===== src/rtl/loader_pkg.sv =====
// Shared types and constants for the instruction loader: FSM state encoding
// and the default program terminator word.
package loader_pkg;

    localparam int unsigned BYTE_W = 8;
    localparam int unsigned WORD_W = 32;

    localparam logic [WORD_W-1:0] TERM_DEFAULT = 32'hffff_ffff;

    typedef enum logic [1:0] {
        LOAD  = 2'd0,
        WRITE = 2'd1,
        DONE  = 2'd2,
        ERROR = 2'd3
    } state_e;

endpackage


===== src/rtl/word_packer.sv =====
// Assembles four bytes, most significant first, into a 32-bit word.
// 'word' shows the register value including a byte being shifted in this cycle.
module word_packer
    import loader_pkg::*;
(
    input  logic              CLK,
    input  logic              RST_N,
    input  logic              shift_en,
    input  logic [BYTE_W-1:0] byte_data,
    output logic [WORD_W-1:0] word,
    output logic              word_full
);

    logic [1:0]        cnt_q, cnt_d;
    logic [WORD_W-1:0] word_q, word_d;

    always_comb begin
        cnt_d  = cnt_q;
        word_d = word_q;
        if (shift_en) begin
            cnt_d  = cnt_q + 2'd1;
            word_d = {word_q[WORD_W-BYTE_W-1:0], byte_data};
        end
    end

    always_ff @(posedge CLK) begin
        if (!RST_N) begin
            cnt_q  <= '0;
            word_q <= '0;
        end else begin
            cnt_q  <= cnt_d;
            word_q <= word_d;
        end
    end

    assign word      = word_d;
    assign word_full = shift_en && (cnt_q == 2'd3);

endmodule


===== src/rtl/instr_loader.sv =====
// Streams a byte-serial program into instruction memory word by word and
// holds the CPU in reset until the terminator word has been written.
module instr_loader
    import loader_pkg::*;
#(
    parameter int unsigned       ADDR_W = 8,
    parameter logic [WORD_W-1:0] TERM   = TERM_DEFAULT
) (
    input  logic              CLK,
    input  logic              RST_N,
    input  logic              byte_valid,
    input  logic [BYTE_W-1:0] byte_data,
    output logic              byte_ready,
    output logic              wr_en,
    output logic [ADDR_W-1:0] wr_addr,
    output logic [WORD_W-1:0] wr_data,
    output logic [ADDR_W:0]   words_loaded,
    output logic              done,
    output logic              error,
    output logic              cpu_rst_n
);

    localparam logic [ADDR_W-1:0] LAST_ADDR = '1;

    state_e            state_q, state_d;
    logic              active_q;
    logic [ADDR_W-1:0] addr_q, addr_d;
    logic [ADDR_W-1:0] wr_addr_q, wr_addr_d;
    logic [WORD_W-1:0] wr_data_q, wr_data_d;
    logic [ADDR_W:0]   count_q, count_d;

    logic              accept;
    logic              word_full;
    logic [WORD_W-1:0] word;

    assign accept = byte_valid && byte_ready;

    word_packer u_packer (
        .CLK       (CLK),
        .RST_N     (RST_N),
        .shift_en  (accept),
        .byte_data (byte_data),
        .word      (word),
        .word_full (word_full)
    );

    always_ff @(posedge CLK) begin
        if (!RST_N) begin
            state_q <= LOAD;
        end else begin
            state_q <= state_d;
        end
    end

    always_comb begin
        state_d = state_q;
        unique case (state_q)
            LOAD:  if (word_full) state_d = WRITE;
            WRITE: begin
                if (wr_data_q == TERM) begin
                    state_d = DONE;
                end else if (wr_addr_q == LAST_ADDR) begin
                    state_d = ERROR;
                end else begin
                    state_d = LOAD;
                end
            end
            DONE:  state_d = DONE;
            ERROR: state_d = ERROR;
            default: state_d = LOAD;
        endcase
    end

    // active_q keeps byte_ready low until the first edge with RST_N sampled high.
    always_comb begin
        byte_ready = (state_q == LOAD) && active_q && RST_N;
        wr_en      = (state_q == WRITE);
        done       = (state_q == DONE);
        error      = (state_q == ERROR);
        cpu_rst_n  = (state_q == DONE);
    end

    // Write address/data are captured on the 4th byte so they stay stable between writes.
    always_comb begin
        addr_d    = addr_q;
        wr_addr_d = wr_addr_q;
        wr_data_d = wr_data_q;
        count_d   = count_q;
        if ((state_q == LOAD) && word_full) begin
            wr_addr_d = addr_q;
            wr_data_d = word;
        end
        if (state_q == WRITE) begin
            addr_d  = addr_q + ADDR_W'(1);
            count_d = count_q + (ADDR_W+1)'(1);
        end
    end

    always_ff @(posedge CLK) begin
        if (!RST_N) begin
            active_q  <= 1'b0;
            addr_q    <= '0;
            wr_addr_q <= '0;
            wr_data_q <= '0;
            count_q   <= '0;
        end else begin
            active_q  <= 1'b1;
            addr_q    <= addr_d;
            wr_addr_q <= wr_addr_d;
            wr_data_q <= wr_data_d;
            count_q   <= count_d;
        end
    end

    assign wr_addr      = wr_addr_q;
    assign wr_data      = wr_data_q;
    assign words_loaded = count_q;

endmodule


===== config.mk =====
export PLATFORM = sky130hd
export DESIGN_NAME = instr_loader
export DESIGN_NICKNAME = d
export VERILOG_FILES = /design/src/rtl/loader_pkg.sv /design/src/rtl/word_packer.sv /design/src/rtl/instr_loader.sv
export SDC_FILE = /design/constraint.sdc
export NUM_CORES = 1
export LEC_CHECK = 0
export BUFFER_PORTS_ARGS = -buffer_cell sky130_fd_sc_hd__buf_4
export CAP_MARGIN = 20
export CELL_PAD_IN_SITES_DETAIL_PLACEMENT = 0
export CELL_PAD_IN_SITES_GLOBAL_PLACEMENT = 1
export CORE_UTILIZATION = 44
export CTS_CLUSTER_SIZE = 40
export DETAILED_ROUTE_END_ITERATION = 12
export GPL_TIMING_DRIVEN = 0
export PLACE_DENSITY = 0.82
export SLEW_MARGIN = 20
export SYNTH_ARGS = -nofsm -noshare
export SYNTH_HDL_FRONTEND = slang
export SYNTH_SLANG_ARGS = --single-unit

===== constraint.sdc =====
create_clock -name CLK -period 2.8 [get_ports CLK]
set_clock_uncertainty 0.05 [all_clocks]
set_input_delay 0.14 -clock CLK [delete_from_list [all_inputs] [get_ports CLK]]
set_output_delay 0.14 -clock CLK [all_outputs]
set_load 0.1 [all_outputs]

==> qor.yml, run 1 <==
run_status: "finished clean"
die_w_um: 92.1
cap_violations: 0
fin_nets: 490
cts_setup_buffers: 0
ys_types: 27
synthesis.nets: 406
grt_max_degree: 14
yosys-top-cells-area: "dfxtp_1 (48%), nand2_1 (14%), a21boi_2 (13%), o21ai_0 (3.6%), nand4_1 (3.3%)"
ys_async_sr_fraction_pct: 0
ir_drop_v: 0.000383
fin_crit_sh_pct: 62.9
wl_per_cell_um: 13.6
coreArea_mm2: 0.00777
required_ns: 2.61
cts_root_buffer: "clkbuf_8"
tightest_slew_ns: 0.449
finalCriticalPeriod_ns: 1.76
hold_class: "in -> reg"
grtUsageTotal_pct: 20.1
grt_first_pass_wirelength_um: 13200
rsz0062_at_grt: "false"
place_hpwl_um: 5740
die_height_um: 92.1
ys.flop_type: "dfxtp_1"
drc_errors: 0
synth_seq_cells: 86
yosysTopAreaCell: "dfxtp_1"
slew_viol_final: 0
clock_sinks: 86
setup_viol: 0
synth_most_common_cell: "nand2_1"
gp_congestion: 0.771
final-seq-area_mm2: 0.00172
synth_edf_count: 0
dpl.cell_count: 558
syn_area_per_cell_um2: 9.11
critical_path_class: "reg -> out"
cp_data_arrival_time_ns: 1.57
powerDensity_mw_per_mm2: 503
totalWireLength_um: 7900
io_buffer_count: 64
final_cells: 582
tritoncts: "built"
drtIter0Drc: 128
grt_pass1_vias: 2813
fin_util_pct: 57.6
ys_warn_count: 0
clk_latency_ns: 0.35
syn_inst: 392
area_growth_pct: 25.3
yosysSeqAreaShare_pct: 48.2
multi_input_area_mm2: 0.00166
crit_fanout: 10
fill_cells: 731
antenna_found_initial: 0
drive_gt1_share_pct: 29.4
htree_levels: 3
max_freq_mhz: 568
via_per_inst: 4.92
syn_area_mm2: 0.00357
start_util_pct: 46.0
path_clk_slew_ns: 0.08
dieArea_mm2: 0.00848
final_antenna_net_count: 0
vias: 2861
clockBufferDepth: 2
yosysTopAreaCellShare_pct: 48.2
setup_tns_ns: 0
hold_viol: 0
relSlewSlack_pct: 70.1
worst_setup_path_end_kind: "primary output"
leakage_uw: 0.00169
cp-start-kind: "flop"
dr.pass1.iters: 4
synth.top_cells.by_count: "nand2_1 (135), dfxtp_1 (86), a21boi_2 (40)"
gr-total-overflow: 0
cts_buffers: 9
diodes: 0
rows: 32
ioPinCount: 65
[repair_timing]
item | 4_1_cts | 5_1_grt
resized for setup | 0 | 0
hold buffers | 9 | 0
endpoints found under the hold margin | 14 | 0
[final timing paths]
kind / to / slack, ns / cells after the start / from
worst max-delay path: wr_en / 1.04 / 3 / state_q[0]
worst min-delay path: u_packer.word_q[1] / 0.26 / 5 / byte_valid
worst max register to register: u_packer.word_q[10] / 1.23 / 4 / state_q[0]
worst min register to register: wr_data[24] / 0.42 / 2 / u_packer.word_q[16]
[sequential cells by signal, summed over array words and instances, names as in the netlist]
register and count:
u_packer.cnt_q 2, active_q 1, addr_q 8, u_packer.word_q 24, wr_data 32, wr_addr 8
words_loaded 9, state_q 2
[where the power goes]
part / internal [uW] / switching [uW]
sequential: 1230 / 10.0
clock: 497 / 417
combinational: 46.2 / 47.3
[layout make-up]
type                    count  share of cell area (%)
repair buffers             73                    12.8
clock inverters             4                    1.62
flip-flops and latches     86                    38.5
clock buffers              11                    2.94
well taps                 102                    2.85
multi-input cells         278                    37.1
plain buffers              28                    4.20
[critical path: stages (launching register included)]
cell and delay, ns:
dfxtp_1 0.43, and2b_2 0.21, buf_2 0.24, buf_4 0.33
[cells by family after synthesis]
kind of cell | synth area share (%)
compound gates | 16.9
xor+xnor | 3.93
fa+ha+maj | 1.05
buf+inv | 5.26
flops | 48.2
mux | 0.561
simple gates | 24.1
[per-stage QoR]
stage	area (um2)	total power (uW)	setup slack [ns]	hold slack, ns
global route	4470	2330	0.924	0.304
finish	4470	2250	1.04	0.261
floorplan	3570	1320	0.681	0.118
CTS	4470	2270	1.01	0.264
detailed placement	4180	1360	1.21	0.262
global placement	4180	1360	1.23	0.262
[cell usage in the layout (no fill, tap or decap), types with 13 or more instances in the layout]
master	n
buf_4	66
xnor2_1	13
o21ai_0	26
clkbuf_1	13
and2_1	16
a21boi_2	40
dfxtp_1	86
nand4_1	19
nand2_1	135
[layer usage]
layer  up-vias  global-route usage [%]  wire [um]
li1       1463                       -          -
met1      1332                    24.5       3620
met2        56                    34.0       3820
met3        10                    6.14        351
met4         0                    5.60        109
met5         -                       0          0
Power figures use the tool's default switching activity.
==> inputs of run 2 (changes only) <==
--- a/config.mk
+++ b/config.mk
@@ -9,11 +9,11 @@
 export CAP_MARGIN = 20
 export CELL_PAD_IN_SITES_DETAIL_PLACEMENT = 0
 export CELL_PAD_IN_SITES_GLOBAL_PLACEMENT = 1
-export CORE_UTILIZATION = 44
+export CORE_UTILIZATION = 37
 export CTS_CLUSTER_SIZE = 40
 export DETAILED_ROUTE_END_ITERATION = 12
 export GPL_TIMING_DRIVEN = 0
-export PLACE_DENSITY = 0.82
+export PLACE_DENSITY = 0.73
 export SLEW_MARGIN = 20
 export SYNTH_ARGS = -nofsm -noshare
 export SYNTH_HDL_FRONTEND = slang
==> constraint.sdc (replaced) <==
create_clock -name CLK -period 1.5 [get_ports CLK]
set_clock_uncertainty 0.05 [all_clocks]
set_input_delay 0.075 -clock CLK [delete_from_list [all_inputs] [get_ports CLK]]
set_output_delay 0.075 -clock CLK [all_outputs]
set_load 0.1 [all_outputs]
==> qor.yml, run 2 (synthesized netlist as in run 1, its figures left out) <==
start_util_pct: 38.5  # -7.5 points
setup_ws_ns: 0.0208  # -1.02 ns
leakage_uw: 0.00173  # +2.4%
p_int_uw: 2950  # +66%
largest_reg_flops: 32  # unchanged
htree_levels: 3  # unchanged
max_freq_mhz: 676
worst_setup_path_end_kind: "primary output"
cts_root_buffer: "clkbuf_8"
via_per_inst: 4.77  # -2.9%
vias: 2896  # +1.2%
drtIter0Drc: 65  # -49%
die_height_um: 100  # +8.9%
ioPinCount: 65  # unchanged
critical_path_class: "reg -> out"
place_hpwl_um: 5940  # +3.4%
clockPowerShare_pct: 35.5  # -5.1 points
fin_nets: 490  # unchanged
hold_class: "in -> reg"
final_common_cell: "nand2_1"
p_sw_share_pct: 23.6  # +2.5 points
slowest_delay_ns: 0.36  # -0.07 ns
rows: 35  # +9.4%
dpl_worst_slack_ns: -0.0454  # -1.26 ns
ir_drop_v: 0.000402  # +5.0%
cp_data_arrival_time_ns: 1.35  # -0.22 ns
dpl.cell_count: 585  # +4.8%
path_clk_slew_ns: 0.08  # about the same
fin_crit_sh_pct: 98.6
dr.pass1.iters: 4  # unchanged
crit_fanout: 7  # -3
fill_cells: 926  # +27%
clockBufferDepth: 2  # unchanged
drive_gt1_share_pct: 38.9  # +9.5 points
clock_sinks: 86  # unchanged
tightest_slew_ns: 0.430  # -0.0192 ns
slew_viol_final: 0  # unchanged
combinationalPowerShare_pct: 4.6  # +0.4 points
p_total_uw: 3860  # +72%
wl_per_cell_um: 13.8  # +1.8%
grt_pass1_vias: 2842  # +1.0%
rsz0062_at_grt: "true"
antenna_found_initial: 0  # unchanged
diodes: 0  # unchanged
area_growth_pct: 28.2
hold_viol: 0  # unchanged
powerDensity_mw_per_mm2: 844  # +68%
run_status: "finished clean"
gp_congestion: 0.760  # -1.5%
io_buffer_count: 64  # unchanged
die_w_um: 100  # +8.9%
grt_max_degree: 13  # -1
dieArea_mm2: 0.0100  # +18%
gr-total-overflow: 0  # unchanged
p_seq_share_pct: 59.9  # +4.6 points
whs_ns: 0.177  # -0.0848 ns
setup_viol: 0  # unchanged
cp-start-kind: "flop"
cp_cell_sequence: "and4bb_4 > buf_4"
relSlewSlack_pct: 71.4  # +1.3 points
final_cells: 607  # +4.3%
layout_common_cells: "nand2_1 (135), buf_4 (70), dfxtp_1 (44), a21boi_2 (40), dfxtp_2 (38)"
finalCriticalPeriod_ns: 1.48
cap_violations: 0  # unchanged
slowest_stage: "and4bb_4"
grtUsageTotal_pct: 17.5  # -2.6 points
coreArea_mm2: 0.00928  # +20%
clk_latency_ns: 0.35  # about the same
cts_buffers: 9  # unchanged
tritoncts: "built"
totalWireLength_um: 8390  # +6.2%
final_antenna_net_count: 0  # unchanged
p_sw_uw: 912  # +92%
drc_errors: 0  # unchanged
grt_first_pass_wirelength_um: 13600  # +3.1%
required_ns: 1.37  # -1.24 ns
-- run 2: cell count changes in the layout (fill, tap and decap cells not counted), moves of 3 or more --
cell,change
buf_4,+4
dfxtp_1,-42
buf_6,-5
buf_2,-5
dfxtp_4,+4
clkbuf_1,-3
dfxtp_2,+38
buf_8,+5
-- run 2: path summary, 6_finish.rpt --
path,from,endpoint,slack [ns],cells after the start
setup / recovery,state_q[1],byte_ready,0.02,2
hold reg to reg,u_packer.word_q[20],wr_data[28],0.41,2
setup reg to reg,state_q[1],wr_data[9],0.06,5
hold / removal,byte_valid,u_packer.word_q[5],0.18,4
-- run 2: power groups by stage --
stage | sequential (uW) | clock (uW) | combinational [uW]
3_3_place_gp | 2370 | 0 | 157
6_report | 2310 | 1370 | 180
4_1_cts | 2310 | 1400 | 178
2_1_floorplan | 2360 | 0 | 100
3_5_place_dp | 2370 | 0 | 159
5_1_grt | 2320 | 1500 | 197
-- run 2: what timing repair did --
| item | 4_1_cts | 5_1_grt |
|---|---|---|
| pin swaps | 0 | 2 |
| gates resized for setup | 3 | 18 |
| hold buffers | 9 | 0 |
| setup buffers | 0 | 1 |
| endpoints found under the hold margin | 17 | 0 |
| endpoints found under the setup margin | 2 | 61 |
-- run 2: area by class of cell --
cell class / instances / area, um2 / share of cell area, %
multi-input combinational: 278 / 1680 / 36.8
clock inverter: 3 / 15.0 / 0.328
clock buffer: 10 / 128 / 2.79
sequential: 86 / 1780 / 39.0
tap: 129 / 161 / 3.53
timing repair buffer: 74 / 591 / 12.9
buffer: 27 / 214 / 4.68
-- run 2: layer usage --
layer | wire length [um] | vias up | global-route usage [%]
met4 | 121 | 0 | 6.69
met1 | 4030 | 1385 | 22.6
met3 | 218 | 9 | 2.99
met5 | 0 | - | 0
li1 | - | 1458 | -
met2 | 4020 | 44 | 29.2
-- run 2: stage by stage --
stage / utilization (%) / cell area [um2] / setup TNS, ns
4_1_cts: 48.7 / 4530 / 0
3_5_place_dp: 46.1 / 4280 / -0.0454
3_3_place_gp: 46.1 / 4280 / -0.0417
6_report: 49.3 / 4580 / 0
5_1_grt: 49.3 / 4580 / -0.107
2_1_floorplan: - / 3640 / -7.27
-- run 2: critical path: cells and delay by family, from the launching register on --
kind	cells	cell delay (ns)
AND/OR/NAND/NOR	1	0.36
flip-flops	1	0.35
buffers and inverters	1	0.30
